--- src/rtl/layered_objects_mux_pkg.sv ---
// objects_mux_pkg: types and helpers shared by the layered objects mux and by
// the overlay units (digits, debug) that use the same RGB332 colour format.
//   rgb332_t             - 8-bit colour, {R[2:0], G[2:0], B[1:0]}
//   rgb24_t              - expanded 8/8/8 colour
//   TRANSPARENT_DEFAULT  - RGB332 value meaning "layer not drawn"
//   expand_rgb332()      - RGB332 -> rgb24_t, replicating the LSB of each field
package objects_mux_pkg;

    typedef logic [7:0] rgb332_t;

    typedef struct packed {
        logic [7:0] red;
        logic [7:0] green;
        logic [7:0] blue;
    } rgb24_t;

    localparam rgb332_t TRANSPARENT_DEFAULT = 8'hFF;

    // Replicating the field LSB maps the all-ones code to 8'hFF and zero to 8'h00.
    function automatic rgb24_t expand_rgb332(input rgb332_t c);
        rgb24_t o;
        o.red   = {c[7:5], {5{c[5]}}};
        o.green = {c[4:2], {5{c[2]}}};
        o.blue  = {c[1:0], {6{c[0]}}};
        return o;
    endfunction

endpackage

--- src/rtl/layered_objects_mux_if.sv ---
// layered_objects_mux_if: pixel-path bundle between the drawing units and the
// layered objects mux.
//   layerRequest/layerRGB   per-layer request and RGB332 colour
//   backGroundRGB           background RGB332 colour
//   layerEnableNext         enable mask loaded on startOfFrame
//   startOfFrame            one-cycle pulse at the first pixel of a frame
//   redOut/greenOut/blueOut expanded colour (2-clock latency)
//   winLayer                winning layer index, NUM_LAYERS = background
//   collisionFlags/Any      layer-0 collisions of the previous frame
// Modports: master = drawing side (drives inputs), slave = the mux.
interface layered_objects_mux_if #(
    parameter int NUM_LAYERS = 6
);
    import objects_mux_pkg::*;

    localparam int WIN_W = $clog2(NUM_LAYERS + 1);

    logic    [NUM_LAYERS-1:0]       layerRequest;
    rgb332_t [NUM_LAYERS-1:0]       layerRGB;
    rgb332_t                        backGroundRGB;
    logic    [NUM_LAYERS-1:0]       layerEnableNext;
    logic                           startOfFrame;
    logic    [7:0]                  redOut;
    logic    [7:0]                  greenOut;
    logic    [7:0]                  blueOut;
    logic    [WIN_W-1:0]            winLayer;
    logic    [NUM_LAYERS-1:0]       collisionFlags;
    logic                           collisionAny;

    modport master (
        output layerRequest, layerRGB, backGroundRGB, layerEnableNext, startOfFrame,
        input  redOut, greenOut, blueOut, winLayer, collisionFlags, collisionAny
    );

    modport slave (
        input  layerRequest, layerRGB, backGroundRGB, layerEnableNext, startOfFrame,
        output redOut, greenOut, blueOut, winLayer, collisionFlags, collisionAny
    );

endinterface

--- src/rtl/layered_objects_mux_collision_tracker.sv ---
// collision_tracker: accumulates overlaps between layer 0 and every other
// layer during a frame and snapshots them on startOfFrame.
//   clk, resetN     pixel clock, asynchronous active-low reset
//   eff             effective (enabled, opaque, requesting) layer vector
//   startOfFrame    frame boundary pulse
//   collisionFlags  bit k = layer 0 overlapped layer k last frame (bit 0 = 0)
//   collisionAny    OR of collisionFlags
module collision_tracker #(
    parameter int NUM_LAYERS = 6
) (
    input  logic                  clk,
    input  logic                  resetN,
    input  logic [NUM_LAYERS-1:0] eff,
    input  logic                  startOfFrame,
    output logic [NUM_LAYERS-1:0] collisionFlags,
    output logic                  collisionAny
);

    logic [NUM_LAYERS-1:0] hit;
    logic [NUM_LAYERS-1:0] acc_d, acc_q;
    logic [NUM_LAYERS-1:0] flags_d, flags_q;

    always_comb begin
        hit = '0;
        for (int unsigned k = 1; k < NUM_LAYERS; k++) begin
            hit[k] = eff[0] & eff[k];
        end
    end

    // A hit in the pulse cycle belongs to the frame being closed.
    always_comb begin
        acc_d   = acc_q | hit;
        flags_d = flags_q;
        if (startOfFrame) begin
            flags_d = acc_q | hit;
            acc_d   = '0;
        end
    end

    always_ff @(posedge clk or negedge resetN) begin
        if (!resetN) begin
            acc_q   <= '0;
            flags_q <= '0;
        end else begin
            acc_q   <= acc_d;
            flags_q <= flags_d;
        end
    end

    assign collisionFlags = flags_q;
    assign collisionAny   = |flags_q;

endmodule

--- src/rtl/layered_objects_mux.sv ---
// layered_objects_mux: N-layer priority compositor for the VGA pixel path.
// Picks the lowest-index enabled, requesting, non-transparent layer (else the
// background), expands RGB332 to 24-bit colour with 2 clocks of latency, and
// optionally reports layer-0 collisions per frame.
//   clk, resetN  pixel clock, asynchronous active-low reset
//   bus          layered_objects_mux_if.slave (see interface header)
// Build option: define COLLISION_DETECT_EN to build the collision tracker;
// otherwise collisionFlags/collisionAny are tied to 0.
module layered_objects_mux
    import objects_mux_pkg::*;
#(
    parameter int      NUM_LAYERS  = 6,
    parameter rgb332_t TRANSPARENT = TRANSPARENT_DEFAULT
) (
    input  logic                 clk,
    input  logic                 resetN,
    layered_objects_mux_if.slave bus
);

    localparam int               WIN_W  = $clog2(NUM_LAYERS + 1);
    localparam logic [WIN_W-1:0] BG_WIN = WIN_W'(NUM_LAYERS);

    logic [NUM_LAYERS-1:0] en_mask_d, en_mask_q;
    logic [NUM_LAYERS-1:0] eff;
    rgb332_t               sel_rgb_d, sel_rgb_q;
    logic [WIN_W-1:0]      sel_win_d, sel_win_q;
    rgb24_t                pix_d, pix_q;
    logic [WIN_W-1:0]      win_d, win_q;
    logic                  found;

    // Mask only changes at a frame boundary, effective the next cycle.
    always_comb begin
        en_mask_d = en_mask_q;
        if (bus.startOfFrame) begin
            en_mask_d = bus.layerEnableNext;
        end
    end

    always_comb begin
        eff = '0;
        for (int unsigned i = 0; i < NUM_LAYERS; i++) begin
            eff[i] = bus.layerRequest[i] & en_mask_q[i] & (bus.layerRGB[i] != TRANSPARENT);
        end
    end

    always_comb begin
        sel_rgb_d = bus.backGroundRGB;
        sel_win_d = BG_WIN;
        found     = 1'b0;
        for (int unsigned i = 0; i < NUM_LAYERS; i++) begin
            if (eff[i] && !found) begin
                sel_rgb_d = bus.layerRGB[i];
                sel_win_d = WIN_W'(i);
                found     = 1'b1;
            end
        end
    end

    always_comb begin
        pix_d = expand_rgb332(sel_rgb_q);
        win_d = sel_win_q;
    end

    always_ff @(posedge clk or negedge resetN) begin
        if (!resetN) begin
            en_mask_q <= '1;
            sel_rgb_q <= '0;
            sel_win_q <= BG_WIN;
            pix_q     <= '0;
            win_q     <= BG_WIN;
        end else begin
            en_mask_q <= en_mask_d;
            sel_rgb_q <= sel_rgb_d;
            sel_win_q <= sel_win_d;
            pix_q     <= pix_d;
            win_q     <= win_d;
        end
    end

    assign bus.redOut   = pix_q.red;
    assign bus.greenOut = pix_q.green;
    assign bus.blueOut  = pix_q.blue;
    assign bus.winLayer = win_q;

`ifdef COLLISION_DETECT_EN
    collision_tracker #(
        .NUM_LAYERS(NUM_LAYERS)
    ) u_collision (
        .clk           (clk),
        .resetN        (resetN),
        .eff           (eff),
        .startOfFrame  (bus.startOfFrame),
        .collisionFlags(bus.collisionFlags),
        .collisionAny  (bus.collisionAny)
    );
`else
    assign bus.collisionFlags = '0;
    assign bus.collisionAny   = 1'b0;
`endif

endmodule

--- src/flat_wrapper.sv ---
// flat-port wrapper written by rule: the top's interface ports become plain ports
module layered_objects_mux_flat import objects_mux_pkg::*;
#(
    parameter int      NUM_LAYERS  = 6,
    parameter rgb332_t TRANSPARENT = TRANSPARENT_DEFAULT
)
  (clk, resetN, bus_layerRequest, bus_layerRGB, bus_backGroundRGB, bus_layerEnableNext, bus_startOfFrame, bus_redOut, bus_greenOut, bus_blueOut, bus_winLayer, bus_collisionFlags, bus_collisionAny);
  layered_objects_mux_if #(.NUM_LAYERS(NUM_LAYERS)) bus_i ();
  input  logic clk;
  input  logic resetN;
  input wire logic [$bits(bus_i.layerRequest)-1:0] bus_layerRequest;
  input wire logic [$bits(bus_i.layerRGB)-1:0] bus_layerRGB;
  input wire logic [$bits(bus_i.backGroundRGB)-1:0] bus_backGroundRGB;
  input wire logic [$bits(bus_i.layerEnableNext)-1:0] bus_layerEnableNext;
  input wire logic [$bits(bus_i.startOfFrame)-1:0] bus_startOfFrame;
  output wire logic [$bits(bus_i.redOut)-1:0] bus_redOut;
  output wire logic [$bits(bus_i.greenOut)-1:0] bus_greenOut;
  output wire logic [$bits(bus_i.blueOut)-1:0] bus_blueOut;
  output wire logic [$bits(bus_i.winLayer)-1:0] bus_winLayer;
  output wire logic [$bits(bus_i.collisionFlags)-1:0] bus_collisionFlags;
  output wire logic [$bits(bus_i.collisionAny)-1:0] bus_collisionAny;
  assign bus_i.layerRequest = bus_layerRequest;
  assign bus_i.layerRGB = bus_layerRGB;
  assign bus_i.backGroundRGB = bus_backGroundRGB;
  assign bus_i.layerEnableNext = bus_layerEnableNext;
  assign bus_i.startOfFrame = bus_startOfFrame;
  assign bus_redOut = bus_i.redOut;
  assign bus_greenOut = bus_i.greenOut;
  assign bus_blueOut = bus_i.blueOut;
  assign bus_winLayer = bus_i.winLayer;
  assign bus_collisionFlags = bus_i.collisionFlags;
  assign bus_collisionAny = bus_i.collisionAny;
  layered_objects_mux #(.NUM_LAYERS(NUM_LAYERS), .TRANSPARENT(TRANSPARENT)) u_core (.clk(clk), .resetN(resetN), .bus(bus_i));
endmodule
--- config.mk ---
export PLATFORM = sky130hd
export DESIGN_NAME = layered_objects_mux_flat
export DESIGN_NICKNAME = d
export VERILOG_FILES = /design/src/rtl/layered_objects_mux_pkg.sv /design/src/rtl/layered_objects_mux_if.sv /design/src/rtl/layered_objects_mux_collision_tracker.sv /design/src/rtl/layered_objects_mux.sv /design/src/flat_wrapper.sv
export SDC_FILE = /design/constraint.sdc
export NUM_CORES = 1
export LEC_CHECK = 0
export ABC_AREA = 0
export BUFFER_PORTS_ARGS = -buffer_cell sky130_fd_sc_hd__buf_2
export CAP_MARGIN = 20
export CORE_AREA = 2 2 82 60
export CTS_CLUSTER_SIZE = 20
export DETAILED_ROUTE_END_ITERATION = 10
export DIE_AREA = 0 0 84 62
export GPL_ROUTABILITY_DRIVEN = 0
export PLACE_DENSITY = 0.88
export SLEW_MARGIN = 20
export SYNTH_ARGS = -nofsm -noshare
export SYNTH_HDL_FRONTEND = slang
export SYNTH_SLANG_ARGS = --single-unit
--- constraint.sdc ---
create_clock -name clk -period 2.32 [get_ports clk]
set_input_delay 0.348 -clock clk [delete_from_list [all_inputs] [get_ports clk]]
set_output_delay 0.348 -clock clk [all_outputs]
set_load 0.01 [all_outputs]
==> reports/metrics.cfg, run 1 <==
[synth]
syn_area_per_cell_um2=9.788
yosys_register_bits=28
synthFlopType=dfrtp_1
async_flop_share=1.000
synth_edf_count=0
yosysUniqueCellTypes=32
netlist_area_um2=1879
yosysSeqAreaShare=0.3795
synth_cells=192
yosysWarnings=0

[power]
powerDensity_nw_per_um2=634.6
p_leak_nw=1.154
ir_worst_vdd_uv=575.9
p_total_w=0.001440

[routing]
dr.first_iter.drc_count=220
routedWlPerCell_um=14.19
via_per_inst=5.357
routed_wl_um=4569
ant_nets=0
drt_first_pass_iters=4
drt_drc_violations_left=0
num_vias=1725

[setup_path]
cp_max_fo=11
path_class=flip-flop to flip-flop
cp-start-kind=flip-flop
critPathCaptureType=flip-flop
cp.required_ns=2.48
cp.arrival_ns=2.03

[die]
num_rows=21
die_x_um=84
initial_core_util=0.4134
ios=105
core_area_um2=4546
die_area_um2=5208
die_h_um=62

[clocking]
cts_hold_buf=0
clk_latency_ns=0.27
clockBufferDepth=2
clock-root-buffer=clkbuf_8
cts_tree=done
cts_made_buffers=3
post_cts_buffers=0
htree_levels=1
clkTransAtPathRegs_ns=0.09
cts_resized=0
clock-sinks=28

[sta]
fin_worst_skew_ns=0.003281
worst_pin_slew_ns=0.5820
post-route-period-util=0.8050
fin_setup_tns_ns=0
setup_viol=0
drv_slew=0
hold_viol=0
grt_setup_unrepaired=no
min_period_ns=1.868
relSlewSlack=0.6120
max_freq_mhz=535.5

[global_route]
antenna_found_initial=0
met3_usage=0.04227
first_global_vias=1580
grt.met2_usage=0.3040
grtUsageMet1=0.2370
grt_pass1_wl_um=7251
grt_usage=0.1763
grt_overflow=0
grt.busiest_layer=met2
grt_max_degree=29

[placed_design]
port_buffers=97
place_hpwl_um=3800

[final_layout]
area_growth_pct=20.71
final_cell_mix=buf_2 (97), dfrtp_1 (18), inv_1 (16), a211oi_1 (16), a31oi_1 (16)
diodes=0
layout_commonest_cell=buf_2
nets=337
drive_above_1_share=0.4755

[status]
outcome=complete, no violations

[worst_hold_path]
hold_class=primary input to async pin

[job]
drv_cap=0

-- final timing paths --
path / to / slack, ns / depth (start not counted) / startpoint
worst max register to register: u_core.sel_rgb_q[6]$_DFF_PN0_ / 0.45 / 5 / u_core.en_mask_q[0]$_DFFE_PN1P_
worst min register to register: u_core.bus.winLayer[0]$_DFF_PN0_ / 0.35 / 0 / u_core.sel_win_q[0]$_DFF_PN0_
max in group asynchronous: u_core.bus.redOut[7]$_DFF_PN0_ / 1.87 / 1 / resetN
worst max-delay path: u_core.sel_rgb_q[6]$_DFF_PN0_ / 0.45 / 5 / u_core.en_mask_q[0]$_DFFE_PN1P_
worst min-delay path: u_core.sel_rgb_q[3]$_DFF_PN0_ / 0.07 / 1 / resetN
min in group clk: u_core.en_mask_q[2]$_DFFE_PN1P_ / 0.31 / 2 / bus_layerEnableNext[2]
-- synthesized netlist by cell type, types with 2 or more instances --
| cell type | number | area [um2] |
|---|---|---|
| a31oi_1 | 16 | 100.1 |
| dfrtp_1 | 18 | 450.4 |
| mux2i_1 | 8 | 80.08 |
| clkbuf_1 | 2 | 7.510 |
| o221ai_1 | 8 | 70.07 |
| a21oi_1 | 4 | 20.02 |
| nand2_1 | 3 | 11.26 |
| buf_6 | 5 | 56.30 |
| buf_4 | 27 | 202.7 |
| inv_1 | 16 | 60.06 |
| and4_4 | 2 | 22.52 |
| o21ai_1 | 8 | 40.04 |
| a211oi_1 | 16 | 120.1 |
| mux2_2 | 6 | 67.56 |
| buf_2 | 2 | 10.01 |
| nand4_1 | 6 | 37.54 |
| nor2_1 | 9 | 33.78 |
| and4_1 | 5 | 43.79 |
| dfstp_2 | 10 | 262.8 |
| a22o_1 | 8 | 70.07 |
| o211ai_1 | 2 | 15.01 |
-- per-stage QoR --
stage | instance area, um2 | util | hold slack, ns | instances | setup WS [ns]
2_1_floorplan | 1902 | - | 0.05241 | 198 | 0.6767
3_3_place_gp | 2197 | 0.4833 | 0.3323 | 318 | 0.3737
3_5_place_dp | 2197 | 0.4833 | 0.3347 | 318 | 0.2698
4_1_cts | 2268 | 0.4990 | 0.08391 | 322 | 0.4592
5_1_grt | 2268 | 0.4990 | 0.1049 | 322 | 0.3401
6_report | 2268 | 0.4990 | 0.07281 | 322 | 0.4524
-- power breakdown --
part	switching [W]	internal, W	leakage [nW]
combinational	0.000248	0.000200	0.796
sequential	0.0000337	0.000585	0.322
clock	0.000142	0.000231	0.0357
total	0.000423	0.00102	1.15
-- critical path, stage by stage (launching register included) --
cell and delay [ns]:
dfstp_2 0.54, nand2_1 0.21, a21o_4 0.31, nand2_4 0.12, and4b_1 0.30, a22o_1 0.27
-- cells by family after synthesis --
family	Yosys count	share of synthesized area
compound gates	67	0.2583
buf+inv	52	0.1791
other cells	1	0.001995
mux	14	0.07856
simple gates	30	0.1025
flops	28	0.3795
-- cell type report --
cell class,count,area [um2]
Clock inverter,1,30.03
Inverter,16,60.06
Multi-Input combinational cell,118,852.1
Tap cell,57,71.32
Fill cell,413,2277
Timing Repair Buffer,99,500.5
Sequential cell,28,713.2
Clock buffer,3,41.29
-- layer usage --
layer,wire length (um),vias up
met2,2086,93
met5,0,-
li1,-,839
met3,361,8
met1,2052,785
met4,70,0
-- registers in the layout (all words and copies together) (netlist names) --
name	cells
u_core.bus.winLayer	3
u_core.sel_win_q	3
u_core.bus.redOut	3
u_core.sel_rgb_q	8
u_core.en_mask_q	6
u_core.bus.greenOut	3
u_core.bus.blueOut	2
(Power assumes the default switching activity.)
==> inputs of run 2 (changes only) <==
ABC_AREA = 1   (was 0)
CORE_AREA = 2 2 85 63   (was 2 2 82 60)
DIE_AREA = 0 0 87 65   (was 0 0 84 62)
PLACE_DENSITY = 0.89   (was 0.88)
clock period = 1.9 ns   (was 2.32 ns; I/O delays follow)
==> run 2 against run 1 <==
- wire length up 5.0%
- largest cell class unchanged
- sequential power up 23%
- critical endpoint is now u_core.sel_rgb_q[7]$_DFF_PN0_
- critical path type unchanged
- highest routed layer unchanged
- hold slack lost 0.060 ns
==> reports/metrics.cfg, run 2 <==
[clocking]
post_cts_buffers=0  ; unchanged
cts_made_buffers=3  ; unchanged
clock-sinks=28  ; unchanged
cts_tree=done
clk_latency_ns=0.26  ; about the same
clkTransAtPathRegs_ns=0.09  ; about the same
cts_hold_buf=0  ; unchanged
cts_resized=0  ; unchanged
htree_levels=1  ; unchanged
clock-root-buffer=clkbuf_8
clockBufferDepth=2  ; unchanged

[synth]
yosysUniqueCellTypes=28  ; -13%
synth_cells=323  ; +68%
yosysWarnings=0  ; unchanged
synthTopCellsByArea=dfrtp_1 (20%), nand2_1 (18%), dfstp_2 (12%)
yosys_register_bits=28  ; unchanged
synth_largest_area_cell=dfrtp_1
synthTopCellsByCount=nand2_1 (108), inv_1 (58), nor2_1 (25), buf_4 (24), nand3_1 (23)
netlist_area_um2=2207  ; +17%
synthFlopType=dfrtp_1
yosysMostFrequentCell=nand2_1
synth_edf_count=0  ; unchanged
syn_area_per_cell_um2=6.833  ; -30%
async_flop_share=1.000  ; unchanged
netlist.area_leader.share=0.2041  ; -0.03560
yosysSeqAreaShare=0.3231  ; -0.05636

[setup_path]
cp_max_fo=36  ; +25
cp-start-kind=flip-flop
cp.arrival_ns=1.88  ; -0.15 ns
critPathCaptureType=flip-flop
r2r_slack_ns=0.19  ; -0.27 ns
cp.required_ns=2.06  ; -0.42 ns
path_class=flip-flop to flip-flop

[final_layout]
layout_commonest_cell=nand2_1
largest_register=u_core.sel_rgb_q
final_cell_mix=nand2_1 (108), buf_2 (97), inv_1 (58)
area_growth_pct=18.71
drive_above_1_share=0.3491  ; -0.1263
largest_reg_flops=8  ; unchanged
reg_top3=u_core.sel_rgb_q (8), u_core.en_mask_q (6)
nets=473  ; +40%
diodes=0  ; unchanged

[sta]
worst_pin_slew_ns=0.5784  ; -0.003637 ns
relSlewSlack=0.6144  ; +0.002425
setup_viol=0  ; unchanged
drv_slew=0  ; unchanged
fin_setup_tns_ns=0  ; unchanged
worst_slack_ns=0.1870  ; -0.2654 ns
hold_viol=0  ; unchanged
min_period_ns=1.713  ; -0.1546 ns
max_freq_mhz=583.8  ; +9.0%
post-route-period-util=0.9016  ; +0.09659
fin_worst_skew_ns=0.003939  ; +0.0006575 ns
grt_setup_unrepaired=no

[die]
die_area_um2=5655  ; +8.6%
num_rows=22  ; +4.8%
die_x_um=87  ; +3.6%
die_h_um=65  ; +4.8%
initial_core_util=0.4479  ; +0.03451
ios=105  ; unchanged
core_area_um2=4927  ; +8.4%

[global_route]
antenna_found_initial=0  ; unchanged
grt_usage=0.1711  ; -0.005222
grt_max_degree=37  ; +28%
grt_overflow=0  ; unchanged
first_global_vias=1894  ; +20%
grt_pass1_wl_um=7900  ; +9.0%

[worst_hold_path]
hold_class=primary input to async pin

[placed_design]
port_buffers=97  ; unchanged
dpl_worst_slack_ns=0.1751  ; -0.09473 ns
place_hpwl_um=4039  ; +6.3%

[routing]
via_per_inst=4.531  ; -15%
dr.first_iter.drc_count=94  ; -57%
num_vias=2089  ; +21%
drt_drc_violations_left=0  ; unchanged
routedWlPerCell_um=10.41  ; -27%
drt_first_pass_iters=4  ; unchanged
routed_wl_um=4797  ; +5.0%
ant_nets=0  ; unchanged

[job]
drv_cap=0  ; unchanged

[power]
p_leak_nw=1.598  ; +38%
ir_worst_vdd_uv=268.7  ; -53%
powerDensity_nw_per_um2=672.2  ; +5.9%

[status]
outcome=complete, no violations

## run 2: changes by cell type in the layout (fill, tap and decap cells not counted), moves of 8 or more
cell      before  now
nand2_1        3  108
inv_1         16   58
nand3_1        0   23
a211oi_1      16    0
a31oi_1       16    0
nor2_1         9   25
nand4_1        6   19
a22o_1         8    0
mux2i_1        8    0
o21ai_1        8    0
o221ai_1       8    0
## run 2: critical path, cell delays in order (launching register included)
cell,delay [ns]
dfstp_2,0.53
nand2_1,0.05
inv_1,0.15
nand2_8,0.17
nand2_8,0.13
nor2_2,0.08
nor2_1,0.14
nand2_1,0.08
nand2_1,0.09
nand2_1,0.08
nand2_1,0.06
nand2_1,0.04
## run 2: kinds of logic (layout without fill, tap and decap cells)
| family | Yosys count | after routing | share of synthesized area |
|---|---|---|---|
| AND/OR/NAND/NOR | 189 | 189 | 0.4076 |
| buffers and inverters | 96 | 168 | 0.2256 |
| other | 1 | 7 | 0.001699 |
| multiplexers | 6 | 6 | 0.03061 |
| flip-flops | 28 | 28 | 0.3231 |
| AO/OA/AOI/OAI | 3 | 3 | 0.01134 |
## run 2: through the flow
step	total power, W	cells	instance area [um2]	utilization	hold slack (ns)
2_1_floorplan	0.001278	329	2230	-	-0.01059
3_3_place_gp	0.001413	457	2557	0.5190	0.3129
3_5_place_dp	0.001424	457	2557	0.5190	0.3104
4_1_cts	0.001769	461	2613	0.5302	0.02408
5_1_grt	0.001897	461	2620	0.5317	0.05293
6_report	0.001761	461	2620	0.5317	0.01245
## run 2: area by class of cell
class	instances	area, um2
fillers	470	2307
multi-input cells	205	1026
clock buffers	4	55.05
inverters	64	242.7
flip-flops and latches	28	713.2
repair buffers	100	508.0
well taps	60	75.07
## run 2: path summary, 6_finish.rpt
check / startpoint / endpoint / cells past startpoint
min in group clk: bus_layerRGB[46] / u_core.sel_rgb_q[6]$_DFF_PN0_ / 3
max in group asynchronous: resetN / u_core.sel_win_q[2]$_DFF_PN1_ / 1
setup / recovery: u_core.en_mask_q[0]$_DFFE_PN1P_ / u_core.sel_rgb_q[7]$_DFF_PN0_ / 11
hold reg to reg: u_core.sel_rgb_q[6]$_DFF_PN0_ / u_core.bus.redOut[6]$_DFF_PN0_ / 0
hold / removal: resetN / u_core.sel_rgb_q[2]$_DFF_PN0_ / 1
setup reg to reg: u_core.en_mask_q[0]$_DFFE_PN1P_ / u_core.sel_rgb_q[7]$_DFF_PN0_ / 11
## run 2: report_power, final
| part | total [W] | switching [W] | leakage (nW) | internal, W |
|---|---|---|---|---|
| Sequential | 0.000761 | 0.0000407 | 0.319 | 0.000720 |
| Combinational | 0.000654 | 0.000397 | 1.25 | 0.000257 |
| Clock | 0.000347 | 0.000162 | 0.0288 | 0.000185 |
## run 2: metal layers
| metal | vias to the layer above | track usage | part of all wire |
|---|---|---|---|
| met1 | 894 | 0.2375 | 0.46 |
| li1 | 1109 | - | - |
| met5 | - | 0 | 0 |
| met2 | 82 | 0.2872 | 0.45 |
| met3 | 4 | 0.01911 | 0.082 |
| met4 | 0 | 0.03711 | 0.0056 |
==> inputs of run 3 (changes only) <==
--- a/config.mk
+++ b/config.mk
@@ -15,2 +15,3 @@
 export GPL_ROUTABILITY_DRIVEN = 0
+export GPL_TIMING_DRIVEN = 0
 export PLACE_DENSITY = 0.89
==> constraint.sdc (replaced) <==
create_clock -name clk -period 1.9 [get_ports clk]
set_input_delay 0.095 -clock clk [delete_from_list [all_inputs] [get_ports clk]]
set_output_delay 0.095 -clock clk [all_outputs]
set_load 0.01 [all_outputs]
==> run 3 against run 2 <==
- clock-buffer cell count fell by 1
- global-route usage rose by 0.73 points
- first-iteration DRC count fell by 19%
==> reports/metrics.cfg, run 3 (synthesis results as in run 2) <==
[final_layout]
drive_above_1_share=0.3884  ; +0.03924
area_growth_pct=30.27
largest_reg_flops=8  ; unchanged
layout_commonest_cell=nand2_1
final_cell_mix=nand2_1 (108), buf_2 (98), inv_1 (58)
diodes=0  ; unchanged
largest_register=u_core.sel_rgb_q
nets=502  ; +6.1%
reg_top3=u_core.sel_rgb_q (8), u_core.en_mask_q (6)

[die]
initial_core_util=0.4479  ; unchanged
die_h_um=65  ; unchanged
core_area_um2=4927  ; unchanged
ios=105  ; unchanged
die_x_um=87  ; unchanged
num_rows=22  ; unchanged
die_area_um2=5655  ; unchanged

[power]
p_sw_w=0.0006378  ; +6.4%
ir_worst_vdd_uv=318.2  ; +18%
combinationalPowerShare=0.396  ; +0.025
powerDensity_nw_per_um2=699.7  ; +4.1%
p_leak_nw=1.751  ; +9.6%
switching_share=0.3170  ; -0.02315
internal_power_w=0.001374  ; +18%
p_total_w=0.002012  ; +14%
share_seq_of_total_power=0.381  ; -0.051
p_clk_frac=0.223  ; +0.026

[setup_path]
critPathMostFrequentCell=nand2_1
max_stage_delay_ns=0.53  ; about the same
cpMaxStageDelayCell=dfstp_2
cp-start-kind=flip-flop
cp_max_fo=10  ; -72%
cp.required_ns=2.06  ; about the same
worst-path-buf-inv=4  ; +3
path_delay_family=simple AND/OR/NAND/NOR gates
cp.arrival_ns=1.90  ; +0.02 ns
path_cells=nand2_1 > inv_1 > nand2_4 > clkbuf_8 > clkbuf_8 > nand3_1 > nand2_1 > inv_1 > nand2_1 > nand2_1 > nand2_1 > nand2_1 > nand2_1
critPathCaptureType=flip-flop
path_class=flip-flop to flip-flop

[global_route]
grt_overflow=0  ; unchanged
grt_pass1_wl_um=8135  ; +3.0%
grt_usage=0.1784  ; +0.007299
grt_max_degree=29  ; -22%
first_global_vias=1924  ; +1.6%
antenna_found_initial=0  ; unchanged

[clocking]
cts_tree=done
clkTransAtPathRegs_ns=0.09  ; about the same
clock-sinks=28  ; unchanged
htree_levels=1  ; unchanged
cts_made_buffers=3  ; unchanged
clockBufferDepth=2  ; unchanged
clock-root-buffer=clkbuf_8
post_cts_buffers=0  ; unchanged
clk_latency_ns=0.27  ; about the same

[sta]
grt_setup_unrepaired=no
max_freq_mhz=577.5  ; -1.1%
min_period_ns=1.732  ; +0.01869 ns
worst_pin_slew_ns=0.5758  ; -0.002516 ns
fin_setup_tns_ns=0  ; unchanged
setup_viol=0  ; unchanged
drv_slew=0  ; unchanged
fin_worst_skew_ns=0.005112  ; +0.001173 ns
post-route-period-util=0.9114  ; +0.009837
relSlewSlack=0.6161  ; +0.001677
hold_viol=0  ; unchanged

[job]
drv_cap=0  ; unchanged

[routing]
drt_first_pass_iters=4  ; unchanged
ant_nets=0  ; unchanged
routed_wl_um=5149  ; +7.3%
num_vias=2169  ; +3.8%
dr.first_iter.drc_count=76  ; -19%
routedWlPerCell_um=10.51  ; +0.99%
via_per_inst=4.427  ; -2.3%
drt_drc_violations_left=0  ; unchanged

[placed_design]
port_buffers=96  ; -1.0%
place_hpwl_um=4307  ; +6.6%

[status]
outcome=complete, no violations

[worst_hold_path]
hold_class=primary input to flip-flop

run 3: cell types whose count changed in the layout (fill, tap and decap cells not counted), sizes merged:
cell | before | now
bufinv | 0 | 1
clkbuf | 4 | 6
dlygate4sd3 | 0 | 1
buf | 100 | 125
run 3: area by class of cell:
class                      instances  area, um2
buffer                            32      255.2
clock buffer                       3      41.29
clock inverter                     1      30.03
fill                             453       2052
inverter                          64      242.7
multi-input combinational        205       1027
sequential                        28      713.2
tap                               60      75.07
timing repair buffer              97      490.5
run 3: what timing repair did:
action | CTS | global route
hold buffers | 1 | 0
setup endpoints to repair | 0 | 6
endpoints found under the hold margin | 18 | 0
gates resized for setup | 0 | 1
run 3: path summary, 6_finish.rpt:
kind / startpoint / endpoint / slack (ns) / cells past startpoint
worst max-delay path: u_core.en_mask_q[1]$_DFFE_PN1P_ / u_core.sel_rgb_q[6]$_DFF_PN0_ / 0.17 / 13
worst min-delay path: bus_layerRGB[47] / u_core.sel_rgb_q[7]$_DFF_PN0_ / 0.04 / 3
worst max register to register: u_core.en_mask_q[1]$_DFFE_PN1P_ / u_core.sel_rgb_q[6]$_DFF_PN0_ / 0.17 / 13
worst min register to register: u_core.sel_win_q[0]$_DFF_PN0_ / u_core.bus.winLayer[0]$_DFF_PN0_ / 0.35 / 0
max in group asynchronous: resetN / u_core.bus.winLayer[2]$_DFF_PN1_ / 1.16 / 2
min in group asynchronous: resetN / u_core.sel_rgb_q[1]$_DFF_PN0_ / 0.36 / 2
run 3: per-stage QoR:
step | util | std cells | setup WS (ns) | hold slack (ns) | area [um2]
finish | 0.5835 | 490 | 0.1683 | 0.03927 | 2875
global route | 0.5835 | 490 | 0.04532 | 0.03621 | 2875
CTS | 0.5818 | 490 | 0.1202 | 0.03436 | 2867
detailed placement | 0.5653 | 485 | 0.1336 | 0.1245 | 2785
global placement | 0.5653 | 485 | 0.1738 | 0.1153 | 2785
floorplan | - | 329 | 0.4078 | -0.2006 | 2230
run 3: layer usage:
layer	vias to the layer above	part of all wire	GRT usage
met4	0	0.0074	0.04688
li1	1164	-	-
met3	4	0.067	0.01401
met2	82	0.46	0.2996
met5	-	0	0
met1	919	0.47	0.2478
run 3: power by group through the flow:
stage               Sequential [W]  Clock [W]  Combinational (W)
floorplan                 0.000797          0           0.000480
global placement          0.000773          0           0.000776
detailed placement        0.000781          0           0.000793
CTS                       0.000770   0.000456           0.000796
global route              0.000781   0.000485           0.000886
finish                    0.000767   0.000448           0.000797
run 3: worst min-delay path: stages:
cell	delay (ns)
buf_2	0.09
nand2_1	0.04
nand2_1	0.05
